<file path="src/rtl/floor_scroller.sv">
// Scrolling platform generator: shifts N platforms left per frame tick and recycles the
// one leaving the left edge to the right end with an LFSR-chosen height and optional gap.
module floor_scroller #(
  parameter int unsigned NFloors  = 4,
  parameter int unsigned CoordW   = 11,
  parameter int unsigned X0       = 120,
  parameter int unsigned Spacing  = 160,
  parameter int unsigned YReset   = 420,
  parameter int unsigned YMin     = 300,
  parameter int unsigned YStep    = 8,
  parameter logic [15:0] LfsrSeed = 16'hACE1
) (
  input  logic                        clk_i,
  input  logic                        rst_ni,
  input  logic                        tick_i,
  input  logic                        pause_i,
  input  logic [3:0]                  speed_i,
  input  logic                        gap_en_i,
  output logic [NFloors*CoordW-1:0]   floor_x_o,
  output logic [NFloors*CoordW-1:0]   floor_y_o,
  output logic [NFloors-1:0]          enable_o,
  output logic [NFloors-1:0]          recycled_o,
  output logic [15:0]                 distance_o
);

  typedef logic [CoordW-1:0] coord_t;

  localparam coord_t Span  = coord_t'(NFloors * Spacing);
  localparam coord_t YMinC = coord_t'(YMin);
  localparam coord_t YStpC = coord_t'(YStep);

  coord_t               x_q [NFloors];
  coord_t               x_d [NFloors];
  coord_t               y_q [NFloors];
  coord_t               y_d [NFloors];
  logic   [NFloors-1:0] en_q, en_d;
  logic   [NFloors-1:0] rec_q, rec_d;
  logic   [15:0]        dist_q, dist_d;
  logic   [15:0]        lfsr_q, lfsr_d;
  logic                 last_gap_q, last_gap_d;

  logic                 accept;
  logic                 gap;
  logic                 lfsr_fb;
  logic   [16:0]        dist_sum;
  coord_t               speed_c;
  coord_t               y_new;

  assign accept   = tick_i & ~pause_i;
  assign speed_c  = coord_t'(speed_i);
  // Taps 16,14,13,11 of x^16+x^14+x^13+x^11+1 on a left-shifting register.
  assign lfsr_fb  = lfsr_q[15] ^ lfsr_q[13] ^ lfsr_q[12] ^ lfsr_q[10];
  assign gap      = gap_en_i & lfsr_q[15] & ~last_gap_q;
  assign y_new    = YMinC + coord_t'(lfsr_q[3:0]) * YStpC;
  assign dist_sum = {1'b0, dist_q} + {13'b0, speed_i};

  // Spacing > 15 guarantees at most one wrap per tick, so the shared y/gap result is safe.
  always_comb begin
    x_d        = x_q;
    y_d        = y_q;
    en_d       = en_q;
    rec_d      = '0;
    dist_d     = dist_q;
    lfsr_d     = lfsr_q;
    last_gap_d = last_gap_q;
    if (accept) begin
      lfsr_d = {lfsr_q[14:0], lfsr_fb};
      dist_d = dist_sum[16] ? 16'hFFFF : dist_sum[15:0];
      for (int i = 0; i < NFloors; i++) begin
        if (x_q[i] >= speed_c) begin
          x_d[i] = x_q[i] - speed_c;
        end else begin
          x_d[i]     = x_q[i] + Span - speed_c;
          y_d[i]     = y_new;
          en_d[i]    = ~gap;
          last_gap_d = gap;
          rec_d[i]   = 1'b1;
        end
      end
    end
  end

  always_ff @(posedge clk_i or negedge rst_ni) begin
    if (!rst_ni) begin
      for (int i = 0; i < NFloors; i++) begin
        x_q[i] <= coord_t'(X0 + i * Spacing);
        y_q[i] <= coord_t'(YReset);
      end
      en_q       <= '1;
      rec_q      <= '0;
      dist_q     <= '0;
      lfsr_q     <= LfsrSeed;
      last_gap_q <= 1'b0;
    end else begin
      for (int i = 0; i < NFloors; i++) begin
        x_q[i] <= x_d[i];
        y_q[i] <= y_d[i];
      end
      en_q       <= en_d;
      rec_q      <= rec_d;
      dist_q     <= dist_d;
      lfsr_q     <= lfsr_d;
      last_gap_q <= last_gap_d;
    end
  end

  for (genvar g = 0; g < NFloors; g++) begin : g_pack
    assign floor_x_o[g*CoordW +: CoordW] = x_q[g];
    assign floor_y_o[g*CoordW +: CoordW] = y_q[g];
  end

  assign enable_o   = en_q;
  assign recycled_o = rec_q;
  assign distance_o = dist_q;

endmodule
</file>
<file path="config.mk">
export PLATFORM = sky130hd
export DESIGN_NAME = floor_scroller
export DESIGN_NICKNAME = d
export VERILOG_FILES = /design/src/rtl/floor_scroller.sv
export SDC_FILE = /design/constraint.sdc
export NUM_CORES = 1
export LEC_CHECK = 0
export ABC_AREA = 1
export ABC_CLOCK_PERIOD_IN_PS = 2310
export BUFFER_PORTS_ARGS = -buffer_cell sky130_fd_sc_hd__buf_4
export CAP_MARGIN = 20
export CORE_MARGIN = 10
export CORE_UTILIZATION = 40
export CTS_CLUSTER_DIAMETER = 60
export DETAILED_ROUTE_END_ITERATION = 8
export GPL_TIMING_DRIVEN = 0
export PLACE_DENSITY = 0.63
export SYNTH_ARGS = -nofsm -noshare
export SYNTH_HDL_FRONTEND = slang
export SYNTH_SLANG_ARGS = --single-unit
</file>
<file path="constraint.sdc">
create_clock -name clk_i -period 2.31 [get_ports clk_i]
set_input_delay 0 -clock clk_i [delete_from_list [all_inputs] [get_ports clk_i]]
set_output_delay 0 -clock clk_i [all_outputs]
set_load 0.005 [all_outputs]
</file>
[After elaboration in Yosys (flattened, before gate mapping)]
Index checks and enable logic that the tools add are counted.
Widths: inputs -> output; s select.
Operators by class
  $add $sub $neg: 14
  magnitude comparators: 4
  equal/unequal tests: 1
  muxes and demuxes: 14
  bitwise operators: 13
  reductions and logical operators: 5
Operator list (number)
  $sub 11x4->11: 8
  $add 11x10->11 const B: 4
  $ge 11x4->1: 4
  $mux 11: 4
  $add 16x4->17: 1
  $mux 16: 1
  $add 9x7->10 const A: 1
  $reduce_and 2->1: 5
  $mux 1: 8
  $not 1->1: 7
  $mux 4: 1
  $ne 4x4->1 const B: 1
  $and 1x1->1: 3
  $xor 1x1->1: 3
Storage, ports and cells
  flip-flop bits (word level): 129
  word-level logic and storage cells: 67

[Longest topological paths before layout]
Gate-level depths: netlist of the first run.
  depth in word-level cells: 6
  mapped depth: 14
  gate-level depth less buffers: 14

[Worst setup path before layout of the first run]
No wires, ideal clock.
  path type: register to register
  start: register x_q (netlist bit floor_x_o[35])
  end: register x_q (netlist bit floor_x_o[40])
  library setup time: 0.077 ns
  arrival: 1.911 ns
  path slack: 0.322 ns
  stages on the path, launching flop included: 12
  path through: dfrtp_1 -> ha_1 -> inv_1 -> fa_1 -> nand3b_1 -> nand2_1 -> nand2_1 -> nand2_1 -> nand2_1 -> nand2_1 -> nand2_1 -> a21oi_1
On the way
  cells in the longest elaborated chain, start to end: 3
  elaborated cells between the ends (all ways): 5
RTL lines
  start: declaration: RTL line 32  | coord_t x_q [NFloors];
  start signal: indexed assignment: RTL line 86  | x_q[i] <= coord_t'(X0 + i * Spacing);
  start signal: indexed assignment: RTL line 96  | x_q[i] <= x_d[i];
  $add 11x10->11: RTL line 73  | x_d[i] = x_q[i] + Span - speed_c;
  $sub 11x4->11: RTL line 73
  $mux 11 (*): RTL line 70  | if (x_q[i] >= speed_c) begin
Every way passes the cells marked *; elsewhere a longest branch is shown, timed or not.
A chain may end at the register's enable or synchronous reset.

[Final worst setup path of the first run]
  start: register x_q (netlist bit floor_x_o[2])
  end: register x_q (netlist bit floor_x_o[7])
The elaborated chain is that of the path after synthesis.

==> summary.md, run 1 <==
| Metric | Value |
|---|---|
| Ports | `121` |
| Tot Pwr | `12400 uW` |
| Final Hold Fails | `0` |
| Crit. End Element | `flop` |
| Post-detail-place hpwl | `18.8 mm` |
| Die height | `166 um` |
| Xor and xnor area share after synthesis | `0.0439` |
| Vias per inst | `4.89` |
| Port-buffer cells | `96` |
| Hold path depth | `4` |
| CP arrival | `2470 ps` |
| Vias | `7499` |
| Part of the cycle the worst path needs | `0.958` |
| Sequential-to-total area share from yosys stat | `0.312` |
| Clock sinks | `105` |
| Remaining global-route overflow | `0` |
| Flops & latches, synth | `105` |
| Slew Limit Fails | `0` |
| Cells after Synth | `1122` |
| Syn Area/Cell | `7.64 sq um` |
| # DRC | `0` |
| Largest family of logic cells by synthesized area | `simple AND/OR/NAND/NOR gates` |
| Worst hold slack | `5.63 ps` |
| Worst-path clk slew | `80 ps` |
| Peak VDD IR | `0.545 mV` |
| Area growth syn-to-layout | `18.3%` |
| Compound-Gate Fraction of Synth Area | `0.0837` |
| RSZ-0062 raised after global routing | `yes` |
| Core area | `21100 sq um` |
| Most frequent cells in the layout | `nand2_1, inv_1, buf_4` |
| Initial antenna violation count | `0` |
| Final setup TNS | `0 ps` |
| Min Tclk post-route | `2210 ps` |
| CTS tree | `yes` |
| WL/cell | `15.8 um` |
| Commonest non-fill, non-tap cell in the layout | `nand2_1` |
| Final Skew | `15.9 ps` |
| Crit-path max FO | `6` |
| Synth cell types | `47` |
| Root buf cell | `clkbuf_16` |
| Final setup vio count | `0` |
| Levels on crit path | `11` |
| CP delay by family, top | `adder cells` |
| Hold WC Path Type | `primary input to flop` |
| Worst slew pin tran | `559 ps` |
| Global-route wire length before repair | `39.1 mm` |
| Synthesis Warnings | `0` |
| Routed wire length | `24.2 mm` |
| Starting Density | `0.407` |
| Number of diodes | `0` |
| Reg2Reg Depth | `11` |
| Crit path required time | `2570 ps` |
| DR pass1 iterations | `5` |
| Layout cell share with drive strength beyond 1 | `0.204` |
| Total track usage | `0.170` |
| Power density over the cells | `1220 nW/um^2` |
| Synth Area in Simple Gates | `0.291` |
| Crit path kind | `flop to flop` |
| Row count | `53` |
| Rel. slew slack | `0.628` |
| Post-Syn Area | `8580 sq um` |
| Synth Area in Adders | `0.170` |
| Largest net degree at the start of global routing | `85` |
| Setup crit start kind | `flop` |
| DRT iter0 DRCs | `394` |
| H-tree depth | `3` |
| FMAX | `452 MHz` |
| Vias in the first global route | `7434` |
| Die Area | `27700 sq um` |
| Worst skew pair latency | `370 ps` |
| Most used cell, CP | `nand2_1` |
| Post-synthesis mux area share | `0` |
| Setup bufs post-CTS | `0` |
| CP max stage delay | `490 ps` |
| Max-capacitance violation count | `0` |
| Routability cong. | `0.919` |
| Remaining antenna violation count after routing | `0` |
| CTS buffer count | `9` |
| Buf/Inv on CP | `2` |
| Fillers | `2123` |
| Slowest cell on the critical path | `fa_1` |
| Clk buf depth | `2` |
| Die X | `166 um` |
| Status | `finished, final reports clean` |
| CP cell instances | `ha_2 > inv_1 > fa_1 > inv_1 > nand4_1 > nand3_1 > nand2_1 > nand3_1 > nand2_1 > nand2_1 > nand2_1` |
| Static leakage | `0.00523 uW` |
| Final Net Count | `1368` |
## registers in the layout, indices dropped and copies added, names as in the netlist
signal	cells
recycled_o	4
enable_o	4
last_gap_q	1
floor_x_o	44
floor_y_o	20
lfsr_q	16
distance_o	16
## worst paths after layout
check | to | slack, ps | startpoint
max | floor_x_o[7] | 100 | floor_x_o[2]
max reg2reg | floor_x_o[7] | 100 | floor_x_o[2]
min reg2reg | lfsr_q[11] | 470 | lfsr_q[11]
max in group asynchronous | floor_x_o[42] | 1540 | rst_ni
min in group asynchronous | recycled_o[2] | 70 | rst_ni
min | floor_x_o[27] | 6 | pause_i
## cells in the mapped netlist, drive strengths merged
cell	instances	area share
xnor2	14	0.014
o21a	1	0.00088
ha	89	0.13
o21bai	1	0.00088
dfrtp	69	0.20
o22ai	4	0.0029
fa	17	0.040
o21ai	53	0.035
nand3	82	0.050
a21boi	8	0.0070
nor4	1	0.00073
inv	145	0.063
nand2	311	0.14
nand3b	12	0.011
a31oi	7	0.0069
nor3	8	0.0053
nor2	118	0.060
conb	2	0.00088
nand4	22	0.017
clkinv	3	0.0015
xor2	29	0.030
a21o	4	0.0035
o211ai	5	0.0067
clkbuf	3	0.0013
or2	6	0.0044
buf	38	0.033
a21oi	31	0.018
o22a	2	0.0020
and3	1	0.00073
dfstp	36	0.11
## report_power, final
part / switching, uW / leakage [uW] / internal [uW]
sequential: 827 / 0.00126 / 2610
clock: 815 / 0.000153 / 873
combinational: 4220 / 0.00382 / 3070
total: 5860 / 0.00523 / 6550
## kinds of logic after synthesis
logic type | count (synthesis)
fa+ha+maj | 106
compound gates | 116
flops | 105
buf+inv | 189
simple gates | 561
other cells | 2
xor+xnor | 43
## cell type report
| class | count | area (sq um) | area share |
|---|---|---|---|
| Tap cell | 275 | 344 | 0.0339 |
| Multi-Input combinational cell | 850 | 5200 | 0.513 |
| Inverter | 148 | 557 | 0.0549 |
| Clock inverter | 6 | 83.8 | 0.00826 |
| Timing Repair Buffer | 98 | 762 | 0.0751 |
| Buffer | 41 | 294 | 0.0290 |
| Sequential cell | 105 | 2680 | 0.264 |
| Clock buffer | 10 | 229 | 0.0226 |
## per-stage QoR
step                setup WS (ps)   util  instance area [sq um]  std cells
finish                       96.6  0.481                  10100       1533
global route                0.503  0.481                  10100       1533
CTS                          12.9  0.478                  10100       1533
detailed placement           30.1  0.463                   9760       1516
global placement             31.4  0.461                   9720       1515
floorplan                     322      -                   8660       1144
## metal layers
layer / wire length, um / global-route usage / vias up
li1: - / - / 3791
met5: 0 / 0 / -
met3: 1740 / 0.0511 / 21
met4: 312 / 0.0393 / 0
met2: 11000 / 0.275 / 185
met1: 11100 / 0.219 / 3502
## what timing repair did
item	CTS	global route
hold buffers	1	0
hold endpoints to repair	78	0
endpoints found under the setup margin	1	13
resized for setup	1	14
## worst min-delay path: stages
cell and delay, ps:
buf_4 90, nor2_4 50, nand2_4 110, o21ai_0 100
Power figures use the tool's default switching activity.
==> run 2: changes to the inputs <==
CORE_UTILIZATION = 30   (was 40)
PLACE_DENSITY = 0.51   (was 0.63)
==> run 2 against run 1 <==
Compared with the run above: clock-buffer cell count is the same; routed wire length grew 7.4%; global-route usage shrank 2.5 points; design area grew 1.3%; critical endpoint is now floor_x_o[9]; clock power shrank 2%.
==> summary.md, run 2 (synthesis results as in run 1) <==
| Metric | Value |
|---|---|
| Worst slew pin tran | `611 ps (+52.2 ps)` |
| Final Net Count | `1369 (+0.073%)` |
| Root buf cell | `clkbuf_16` |
| Initial antenna violation count | `0 (unchanged)` |
| CP max stage delay | `470 ps (-20 ps)` |
| Final Hold Fails | `0 (unchanged)` |
| Most used cell, CP | `nand2_1` |
| Die Area | `35800 sq um (+29%)` |
| Min Tclk post-route | `2140 ps (-77.8 ps)` |
| WL/cell | `15.8 um (+0.59%)` |
| Total track usage | `0.146 (-0.0249)` |
| Fin worst setup slack | `174 ps (+77.8 ps)` |
| Starting Density | `0.306 (-0.101)` |
| CP delay by family, top | `adder cells` |
| Clk buf depth | `2 (unchanged)` |
| Core area | `28000 sq um (+33%)` |
| RSZ-0062 raised after global routing | `no` |
| Remaining global-route overflow | `0 (unchanged)` |
| Max reg flops | `44 (unchanged)` |
| Buf/Inv on CP | `3 (+1)` |
| Status | `finished, final reports clean` |
| Cell area after placement | `9880 sq um (+1.3%)` |
| R2R Path End | `floor_x_o[9]` |
| Vias | `7439 (-0.80%)` |
| Hold WC Path Type | `primary input to flop` |
| Cell Count, Final, Fillers Out | `1637 (+6.8%)` |
| Worst-path clk slew | `80 ps (about the same)` |
| Reg2reg start | `floor_x_o[2]` |
| Remaining antenna violation count after routing | `0 (unchanged)` |
| Crit path kind | `flop to flop` |
| Part of the cycle the worst path needs | `0.925 (-0.0337)` |
| Die X | `189 um (+14%)` |
| Commonest non-fill, non-tap cell in the layout | `nand2_1` |
| DR pass1 iterations | `5 (unchanged)` |
| Pre-CTS setup slack | `-12.7 ps (-42.8 ps)` |
| Vias in the first global route | `7653 (+2.9%)` |
| Rel. slew slack | `0.592 (-0.0352)` |
| Vias per inst | `4.54 (-7.1%)` |
| Post-detail-place hpwl | `20.3 mm (+7.6%)` |
| Routability cong. | `0.858 (-6.6%)` |
| Die height | `189 um (+14%)` |
| Slowest cell on the critical path | `fa_1` |
| CTS buffer count | `9 (unchanged)` |
| Crit path required time | `2620 ps (+50 ps)` |
| DRT iter0 DRCs | `424 (+7.6%)` |
| Placed cells | `1619 (+6.8%)` |
| CTS tree | `yes` |
| Number of diodes | `0 (unchanged)` |
| Fin area | `10300 sq um (+1.3%)` |
| Levels on crit path | `12 (+1)` |
| Clock sinks | `105 (unchanged)` |
| Global-route wire length before repair | `41.8 mm (+6.9%)` |
| Final setup TNS | `0 ps (unchanged)` |
| Peak VDD IR | `0.390 mV (-28%)` |
| Critical Path Sink | `floor_x_o[9]` |
| Ports | `121 (unchanged)` |
| Port-buffer cells | `96 (unchanged)` |
| R2R setup slack | `170 ps (+80 ps)` |
| Worst hold slack | `18.6 ps (+12.9 ps)` |
| Layout cell share with drive strength beyond 1 | `0.207 (+0.00301)` |
| FMAX | `468 MHz (+3.6%)` |
| Final Skew | `10.8 ps (-5.17 ps)` |
| Routed wire length | `25.9 mm (+7.4%)` |
| CP cell instances | `ha_1 > inv_1 > fa_1 > inv_1 > nand3_1 > nand2_1 > nand4_1 > nand2_1 > nand2_1 > nand2_1 > nand2_1 > inv_1` |
| # DRC | `0 (unchanged)` |
| Crit. End Element | `flop` |
| Reg2Reg Depth | `12 (+1)` |
| Area growth syn-to-layout | `19.9%` |
| Final setup vio count | `0 (unchanged)` |
| H-tree depth | `3 (unchanged)` |
| Static leakage | `0.00523 uW (about the same)` |
| Power density over the cells | `1210 nW/um^2 (-1.4%)` |
| Setup crit start kind | `flop` |
| Max-capacitance violation count | `0 (unchanged)` |
| Slew Limit Fails | `0 (unchanged)` |
| Crit-path max FO | `6 (unchanged)` |
| Most frequent cells in the layout | `nand2_1, inv_1, buf_4` |
| Row count | `61 (+15%)` |
| Worst skew pair latency | `370 ps (about the same)` |
| Worst setup path start | `floor_x_o[2]` |
| CP arrival | `2450 ps (-20 ps)` |
| Largest net degree at the start of global routing | `56 (-34%)` |
## run 2: layout make-up
| type | instances | area (sq um) |
|---|---|---|
| fillers | 2968 | 17700 |
| multi-input cells | 850 | 5200 |
| flip-flops and latches | 105 | 2680 |
| repair buffers | 99 | 769 |
| inverters | 148 | 557 |
| well taps | 378 | 473 |
| plain buffers | 41 | 294 |
| clock buffers | 10 | 239 |
| clock inverters | 6 | 71.3 |
## run 2: per-layer routing
| metal | global-route usage | wire, um | vias to the layer above |
|---|---|---|---|
| li1 | - | - | 3786 |
| met1 | 0.187 | 12100 | 3497 |
| met2 | 0.239 | 11900 | 141 |
| met3 | 0.0395 | 1680 | 15 |
| met4 | 0.0317 | 280 | 0 |
| met5 | 0 | 0 | - |
## run 2: how the worst min path moves through the flow
stage	from	end	slack, ps	depth (start not counted)
after floorplan	rst_ni	distance_o[0]	-300	0
after global placement	pause_i	floor_x_o[27]	390	4
after detailed placement	rst_ni	floor_x_o[8]	20	1
after CTS	pause_i	floor_x_o[27]	10	4
after global routing	pause_i	floor_x_o[27]	30	4
final	pause_i	floor_x_o[27]	20	4
## run 2: what timing repair did
| action | in CTS | in global routing |
|---|---|---|
| resized for setup | 0 | 17 |
| setup endpoints to repair | 0 | 13 |
| buffers inserted | 0 | 1 |
| hold endpoints to repair | 54 | 0 |
| hold buffers | 1 | 0 |
## run 2: worst min-delay path, delay by kind of cell
family                 cells  cell delay (ps)
AND/OR/NAND/NOR            2              170
buffers and inverters      1               90
AO/OA/AOI/OAI              1              110
## run 2: report_power, final
group,internal [uW],total [uW],switching [uW]
Clock,802,1650,843
Sequential,2620,3460,846
Combinational,3070,7300,4230
## run 2: metrics by stage
| step | util | total power, uW |
|---|---|---|
| 2_1_floorplan | - | 8250 |
| 3_3_place_gp | 0.352 | 10700 |
| 3_5_place_dp | 0.353 | 10700 |
| 4_1_cts | 0.364 | 12400 |
| 5_1_grt | 0.367 | 13800 |
| 6_report | 0.367 | 12400 |
